[src/rtl/stack_ctrl.sv]
// rtl/stack_ctrl.sv - operand-stack controller with register TOS/NOS and RAM spill
//
// Holds the top two stack entries in registers and spills deeper entries to
// a single-port, synchronous-read RAM. A POP that has to pull the next entry
// back from RAM spends one REFILL cycle waiting for the read data.
//
// Ports:
//   CLK, RST        clock and synchronous active-high reset
//   cmd_valid/ready command handshake; cmd_op selects the operation
//   cmd_data        operand for PUSH / REPLACE
//   rsp_valid/data  one-cycle pulse carrying the word removed by POP
//   tos, nos        top and second entries (0 when absent)
//   depth           number of valid entries; empty / full derived from it
//   err_*           sticky overflow / underflow / illegal-op flags
module stack_ctrl #(
  parameter int WIDTH = 16,
  parameter int DEPTH = 16
) (
  input  logic                       CLK,
  input  logic                       RST,
  input  logic                       cmd_valid,
  output logic                       cmd_ready,
  input  logic [2:0]                 cmd_op,
  input  logic [WIDTH-1:0]           cmd_data,
  output logic                       rsp_valid,
  output logic [WIDTH-1:0]           rsp_data,
  output logic [WIDTH-1:0]           tos,
  output logic [WIDTH-1:0]           nos,
  output logic [$clog2(DEPTH+1)-1:0] depth,
  output logic                       empty,
  output logic                       full,
  output logic                       err_overflow,
  output logic                       err_underflow,
  output logic                       err_illegal
);

  localparam int DW    = $clog2(DEPTH+1);
  localparam int RAM_N = DEPTH - 2;
  localparam int AW    = (RAM_N > 1) ? $clog2(RAM_N) : 1;

  localparam logic [2:0] OP_NOP     = 3'd0;
  localparam logic [2:0] OP_PUSH    = 3'd1;
  localparam logic [2:0] OP_POP     = 3'd2;
  localparam logic [2:0] OP_DUP     = 3'd3;
  localparam logic [2:0] OP_SWAP    = 3'd4;
  localparam logic [2:0] OP_OVER    = 3'd5;
  localparam logic [2:0] OP_REPLACE = 3'd6;
  localparam logic [2:0] OP_ILLEGAL = 3'd7;

  typedef enum logic {ST_IDLE = 1'b0, ST_REFILL = 1'b1} state_t;

  state_t           r_state;
  logic [WIDTH-1:0] r_tos;
  logic [WIDTH-1:0] r_nos;
  logic [DW-1:0]    r_depth;
  logic             r_empty;
  logic             r_full;
  logic             r_rsp_valid;
  logic [WIDTH-1:0] r_rsp_data;
  logic             r_err_ovf;
  logic             r_err_udf;
  logic             r_err_ill;
  logic [WIDTH-1:0] r_mem [RAM_N];
  logic [WIDTH-1:0] r_rdata;

  logic             w_acc;
  logic             w_is_push;
  logic             w_ovf;
  logic             w_udf;
  logic             w_ill;
  logic             w_do;
  logic             w_spill;
  logic             w_fill;
  logic [WIDTH-1:0] w_push_val;
  logic [DW-1:0]    w_depth_nxt;
  logic [AW-1:0]    w_addr;

  assign cmd_ready = (r_state == ST_IDLE) && !RST;
  assign w_acc     = cmd_valid && cmd_ready;

  always_comb begin
    w_is_push  = (cmd_op == OP_PUSH) || (cmd_op == OP_DUP) || (cmd_op == OP_OVER);
    w_ovf      = w_is_push && (r_depth == DW'(DEPTH));
    w_udf      = (((cmd_op == OP_POP) || (cmd_op == OP_DUP) || (cmd_op == OP_REPLACE))
                  && (r_depth == '0))
              || (((cmd_op == OP_SWAP) || (cmd_op == OP_OVER)) && (r_depth < DW'(2)));
    w_ill      = (cmd_op == OP_ILLEGAL);
    // A faulting command is consumed but leaves the stack untouched.
    w_do       = w_acc && !(w_ovf || w_udf || w_ill);
    w_spill    = w_do && w_is_push && (r_depth >= DW'(2));
    w_fill     = w_do && (cmd_op == OP_POP) && (r_depth >= DW'(3));

    w_push_val = cmd_data;
    if (cmd_op == OP_DUP)  w_push_val = r_tos;
    if (cmd_op == OP_OVER) w_push_val = r_nos;

    w_depth_nxt = r_depth;
    if (w_do && w_is_push)          w_depth_nxt = r_depth + DW'(1);
    if (w_do && (cmd_op == OP_POP)) w_depth_nxt = r_depth - DW'(1);

    // Spill writes land at (new depth - 3); refill reads come from (old depth - 3).
    w_addr = w_spill ? AW'(r_depth - DW'(2)) : AW'(r_depth - DW'(3));
  end

  // Single-port RAM: spill and refill never coincide since a POP is not a push.
  always_ff @(posedge CLK) begin
    if (w_spill) r_mem[w_addr] <= r_nos;
    if (w_fill)  r_rdata <= r_mem[w_addr];
  end

  always_ff @(posedge CLK) begin
    if (RST) begin
      r_state     <= ST_IDLE;
      r_tos       <= '0;
      r_nos       <= '0;
      r_depth     <= '0;
      r_empty     <= 1'b1;
      r_full      <= 1'b0;
      r_rsp_valid <= 1'b0;
      r_rsp_data  <= '0;
      r_err_ovf   <= 1'b0;
      r_err_udf   <= 1'b0;
      r_err_ill   <= 1'b0;
    end else begin
      r_rsp_valid <= 1'b0;
      r_depth     <= w_depth_nxt;
      r_empty     <= (w_depth_nxt == '0);
      r_full      <= (w_depth_nxt == DW'(DEPTH));
      case (r_state)
        ST_REFILL: begin
          r_nos   <= r_rdata;
          r_state <= ST_IDLE;
        end
        default: begin
          if (w_acc) begin
            if (w_ovf) r_err_ovf <= 1'b1;
            if (w_udf) r_err_udf <= 1'b1;
            if (w_ill) r_err_ill <= 1'b1;
          end
          if (w_do) begin
            case (cmd_op)
              OP_PUSH, OP_DUP, OP_OVER: begin
                r_nos <= r_tos;
                r_tos <= w_push_val;
              end
              OP_POP: begin
                r_rsp_valid <= 1'b1;
                r_rsp_data  <= r_tos;
                r_tos       <= r_nos;
                if (r_depth >= DW'(3)) r_state <= ST_REFILL;
                else                   r_nos   <= '0;
              end
              OP_SWAP: begin
                r_tos <= r_nos;
                r_nos <= r_tos;
              end
              OP_REPLACE: r_tos <= cmd_data;
              default: ;
            endcase
          end
        end
      endcase
    end
  end

  assign rsp_valid     = r_rsp_valid;
  assign rsp_data      = r_rsp_data;
  assign tos           = r_tos;
  assign nos           = r_nos;
  assign depth         = r_depth;
  assign empty         = r_empty;
  assign full          = r_full;
  assign err_overflow  = r_err_ovf;
  assign err_underflow = r_err_udf;
  assign err_illegal   = r_err_ill;

  logic w_unused;
  assign w_unused = ^{OP_NOP};

endmodule

[config.mk]
export PLATFORM = sky130hd
export DESIGN_NAME = stack_ctrl
export DESIGN_NICKNAME = d
export VERILOG_FILES = /design/src/rtl/stack_ctrl.sv
export SDC_FILE = /design/constraint.sdc
export NUM_CORES = 1
export LEC_CHECK = 0
export BUFFER_PORTS_ARGS = -buffer_cell sky130_fd_sc_hd__buf_2
export CAP_MARGIN = 30
export CORE_ASPECT_RATIO = 1.5
export CORE_UTILIZATION = 40
export DETAILED_ROUTE_END_ITERATION = 6
export GPL_TIMING_DRIVEN = 0
export SLEW_MARGIN = 30
export SYNTH_ARGS = -nofsm -noshare
export SYNTH_HDL_FRONTEND = slang
export SYNTH_SLANG_ARGS = --single-unit
[constraint.sdc]
create_clock -name CLK -period 9.8 [get_ports CLK]
set_input_delay 0.49 -clock CLK [delete_from_list [all_inputs] [get_ports CLK]]
set_output_delay 0.49 -clock CLK [all_outputs]
set_load 0.01 [all_outputs]
==> flow_metrics.env <==
export IMPL_hpwl_um=28300
export IMPL_dieArea_um2=35600
export IMPL_max_cap_violations=0
export IMPL_relSlewSlack=0.367
export IMPL_syn_area_um2=13900
export IMPL_cts_sinks=300
export IMPL_worst_hold_depth=2
export IMPL_top_layer="met4"
export IMPL_route_met2_wl_um=20600
export IMPL_drt_wl_total_um=39300
export IMPL_synth_yosys_warnings=0
export IMPL_finish_net_count=1141
export IMPL_critical_path_required_ns=10.06
export IMPL_grt_usage=0.222
export IMPL_detail_route_wirelength_met1_um=14500
export IMPL_synth_async_reset_ratio=0
export IMPL_number_of_register_bits_inferred_by_synthesis=300
export IMPL_gr_total_overflow=0
export IMPL_netlist_area_leader_share=0.517
export IMPL_worstSetupPathType="flip-flop to flip-flop"
export IMPL_floorplan_core_area_um2=34300
export IMPL_static_leakage_power_nw=5.05
export IMPL_post_synth_cell_area_avg_um2=14.4
export IMPL_post_synth_inst_count=971
export IMPL_synth_mux_area_frac=0.166
export IMPL_worst_path_max_fanout=12
export IMPL_die_width_um=154
export IMPL_pin_slew_with_the_least_headroom_to_its_limit_ns=0.950
export IMPL_placement_io_buffers=79
export IMPL_synth_top_cell_by_area="sky130_fd_sc_hd__edfxtp_1"
export IMPL_first_pass_iters=5
export IMPL_setup_total_negative_slack_ns=0
export IMPL_antenna_found_initial=0
export IMPL_final_min_clock_period_ns=5.50
export IMPL_cts_tree="done"
export IMPL_hold_start="RST"
export IMPL_clkLatencyLatePin_ns=0.56
export IMPL_routabilityCongestion=0.885
export IMPL_cts_made_buffers=29
export IMPL_yosys_top_cells_count="240 x sky130_fd_sc_hd__edfxtp_1, 93 x sky130_fd_sc_hd__nand2_1, 82 x sky130_fd_sc_hd__mux2i_1"
export IMPL_layout_worst_path_cycle_share=0.561
export IMPL_power_density_nw_per_um2=161
export IMPL_total_power_mw=2.60
export IMPL_mappedNetlistNets=1001
export IMPL_htreeDepth=1
export IMPL_cts_resized=0
export IMPL_maximum_number_of_pins_on_one_net_before_global_route_repair=18
export IMPL_hold_path_class="input port to flip-flop"
export IMPL_finalSetupViolations=0
export IMPL_synth_compound_area_share=0.122
export IMPL_wire_length_of_the_first_global_routing_pass_um=58300
export IMPL_grt_setup_unrepaired="false"
export IMPL_dr_wl_met3_um=1850
export IMPL_route_vias_total=9405
export IMPL_worst_setup_path_start_kind="flip-flop"
export IMPL_wl_per_cell_um=25.2
export IMPL_grt_pass1_vias=9503
export IMPL_cts_hold_repair_buffers=0
export IMPL_reg2reg_from="depth[0]$_SDFF_PP0_"
export IMPL_worst_hold_path_endpoint="depth[4]$_SDFF_PP0_"
export IMPL_end_kind="flip-flop"
export IMPL_clk_pin_slew_worst_paths_ns=0.06
export IMPL_synth_xor_area_share=0.00377
export IMPL_antenna_diode_count=0
export IMPL_num_fill_cells=3005
export IMPL_max_freq_mhz=182
export IMPL_yosysSeqAreaShare=0.603
export IMPL_crit_arrival_ns=5.76
export IMPL_syn2layout_area_growth_pct=15.6
export IMPL_rrSetupSlack_ns=4.30
export IMPL_post_cts_repair_setup_buffers=0
export IMPL_synthAdderAreaFrac=0.00718
export IMPL_regToRegEndpoint="r_mem[7][8]$_DFFE_PP_"
export IMPL_worst_vdd_ir_v=0.000117
export IMPL_chipHeight_um=231
export IMPL_synth_top_family_by_area="multiplexers"
export IMPL_skew_ns=0.0108
export IMPL_ioPinCount=82
export IMPL_ys_top_cells_by_area="sky130_fd_sc_hd__edfxtp_1 52%, sky130_fd_sc_hd__mux4_2 10%, sky130_fd_sc_hd__dfxtp_1 8.6%"
export IMPL_drtIter0Drc=875
export IMPL_yosys_cell_count_top_type="sky130_fd_sc_hd__edfxtp_1"
export IMPL_slew_violations=0
export IMPL_route_detailed_vias_per_inst=6.04
export IMPL_cts_root_buffer_cell="sky130_fd_sc_hd__clkbuf_16"
export IMPL_initial_utilization=0.407
export IMPL_synth_main_ff_cell="sky130_fd_sc_hd__edfxtp_1"
export IMPL_drt_antenna_violating_nets=0
export IMPL_yosys_area_share_simple=0.0664
export IMPL_drc_errors=0
export IMPL_final_hold_viol_count=0
export IMPL_finalHoldWorstSlack_ns=0.281
export IMPL_r2r_cells=16
export IMPL_cts_buffer_depth=3
export IMPL_ys_types=68
export IMPL_post_route_cells_drive_above_1_share=0.267
export IMPL_synth_edff_count=240
export IMPL_run_status="finished, final reports clean"
export IMPL_num_rows=83
-- flip-flops by register name, indices dropped and copies added (netlist names) --
name           count
r_rdata           16
tos               16
depth              5
err_overflow       1
r_mem            224
full               1
rsp_data          16
err_underflow      1
empty              1
nos               16
rsp_valid          1
err_illegal        1
r_state            1
-- cells in the final DEF, fill, tap and decap left out, types with 6 or more instances in the layout --
cell type	instances
sky130_fd_sc_hd__dfxtp_1	60
sky130_fd_sc_hd__a211oi_1	16
sky130_fd_sc_hd__nand2_1	93
sky130_fd_sc_hd__nand3_1	13
sky130_fd_sc_hd__inv_1	9
sky130_fd_sc_hd__a21o_1	22
sky130_fd_sc_hd__mux2i_1	82
sky130_fd_sc_hd__edfxtp_1	240
sky130_fd_sc_hd__buf_2	122
sky130_fd_sc_hd__o21a_1	11
sky130_fd_sc_hd__clkbuf_1	41
sky130_fd_sc_hd__clkbuf_8	6
sky130_fd_sc_hd__o32ai_1	17
sky130_fd_sc_hd__o221ai_1	22
sky130_fd_sc_hd__o22ai_1	33
sky130_fd_sc_hd__a31oi_1	12
sky130_fd_sc_hd__o21ai_0	9
sky130_fd_sc_hd__ha_1	8
sky130_fd_sc_hd__nor3_1	18
sky130_fd_sc_hd__mux4_2	64
sky130_fd_sc_hd__and2_1	10
sky130_fd_sc_hd__clkbuf_16	30
sky130_fd_sc_hd__a221oi_1	10
sky130_fd_sc_hd__a21oi_1	22
sky130_fd_sc_hd__buf_4	18
sky130_fd_sc_hd__a22o_1	16
sky130_fd_sc_hd__buf_6	8
sky130_fd_sc_hd__nor3_2	7
sky130_fd_sc_hd__nor2_1	26
-- cell type report --
type | instances | area, um^2 | area share
Timing Repair Buffer | 109 | 622 | 0.0386
Clock buffer | 41 | 852 | 0.0529
Tap cell | 425 | 532 | 0.0330
Inverter | 7 | 26.3 | 0.00163
Multi-Input combinational cell | 583 | 5190 | 0.322
Buffer | 81 | 407 | 0.0252
Sequential cell | 300 | 8410 | 0.522
Clock inverter | 12 | 81.3 | 0.00505
-- how the worst max path moves through the flow --
stage,slack (ns),from,to,cells after the start
floorplan,4.69,depth[0]$_SDFF_PP0_,r_mem[7][0]$_DFFE_PP_,14
global placement,1.88,depth[0]$_SDFF_PP0_,r_mem[7][2]$_DFFE_PP_,14
detailed placement,4.32,depth[0]$_SDFF_PP0_,r_mem[7][1]$_DFFE_PP_,16
CTS,4.31,depth[0]$_SDFF_PP0_,r_mem[7][8]$_DFFE_PP_,16
global route,3.99,depth[0]$_SDFF_PP0_,r_mem[7][8]$_DFFE_PP_,16
finish,4.30,depth[0]$_SDFF_PP0_,r_mem[7][8]$_DFFE_PP_,16
-- critical path, stage by stage (launching register included) --
cell	delay, ns
sky130_fd_sc_hd__dfxtp_1	0.35
sky130_fd_sc_hd__clkbuf_1	0.20
sky130_fd_sc_hd__buf_2	0.28
sky130_fd_sc_hd__buf_2	0.27
sky130_fd_sc_hd__inv_1	0.10
sky130_fd_sc_hd__clkbuf_1	0.40
sky130_fd_sc_hd__clkbuf_1	0.56
sky130_fd_sc_hd__ha_1	0.28
sky130_fd_sc_hd__or3b_4	0.41
sky130_fd_sc_hd__o2111ai_2	0.24
sky130_fd_sc_hd__buf_6	0.21
sky130_fd_sc_hd__o21ai_2	0.14
sky130_fd_sc_hd__nand2_2	0.23
sky130_fd_sc_hd__buf_2	0.32
sky130_fd_sc_hd__nor4b_2	0.65
sky130_fd_sc_hd__buf_2	0.31
sky130_fd_sc_hd__buf_2	0.22
-- cells by family (layout without fill, tap and decap cells) --
group	count (synthesis)	after routing
adder cells (fa/ha/maj)	8	8
AO/OA/AOI/OAI	220	220
AND/OR/NAND/NOR	198	198
buffers and inverters	88	250
XOR/XNOR	6	6
flip-flops	300	300
multiplexers	151	151
-- routing by layer --
layer	track usage	up-vias
met5	0	-
met3	0.0212	102
li1	-	4167
met1	0.252	4757
met4	0.131	0
met2	0.402	379
-- through the flow --
stage          area [um^2]  worst slack [ns]  utilization  instances
3_5_place_dp         15200              4.32        0.443       1505
6_report             16100              4.30        0.470       1558
3_3_place_gp         14900              1.88        0.434       1475
5_1_grt              16100              3.99        0.470       1558
2_1_floorplan        13900              4.69            -        971
4_1_cts              16100              4.31        0.470       1558
-- where the power goes --
part           switching [mW]  internal (mW)
Clock                   0.471          0.627
Sequential            0.00600           1.36
Combinational          0.0829         0.0507
Total                   0.560           2.04
(Power assumes the default switching activity.)
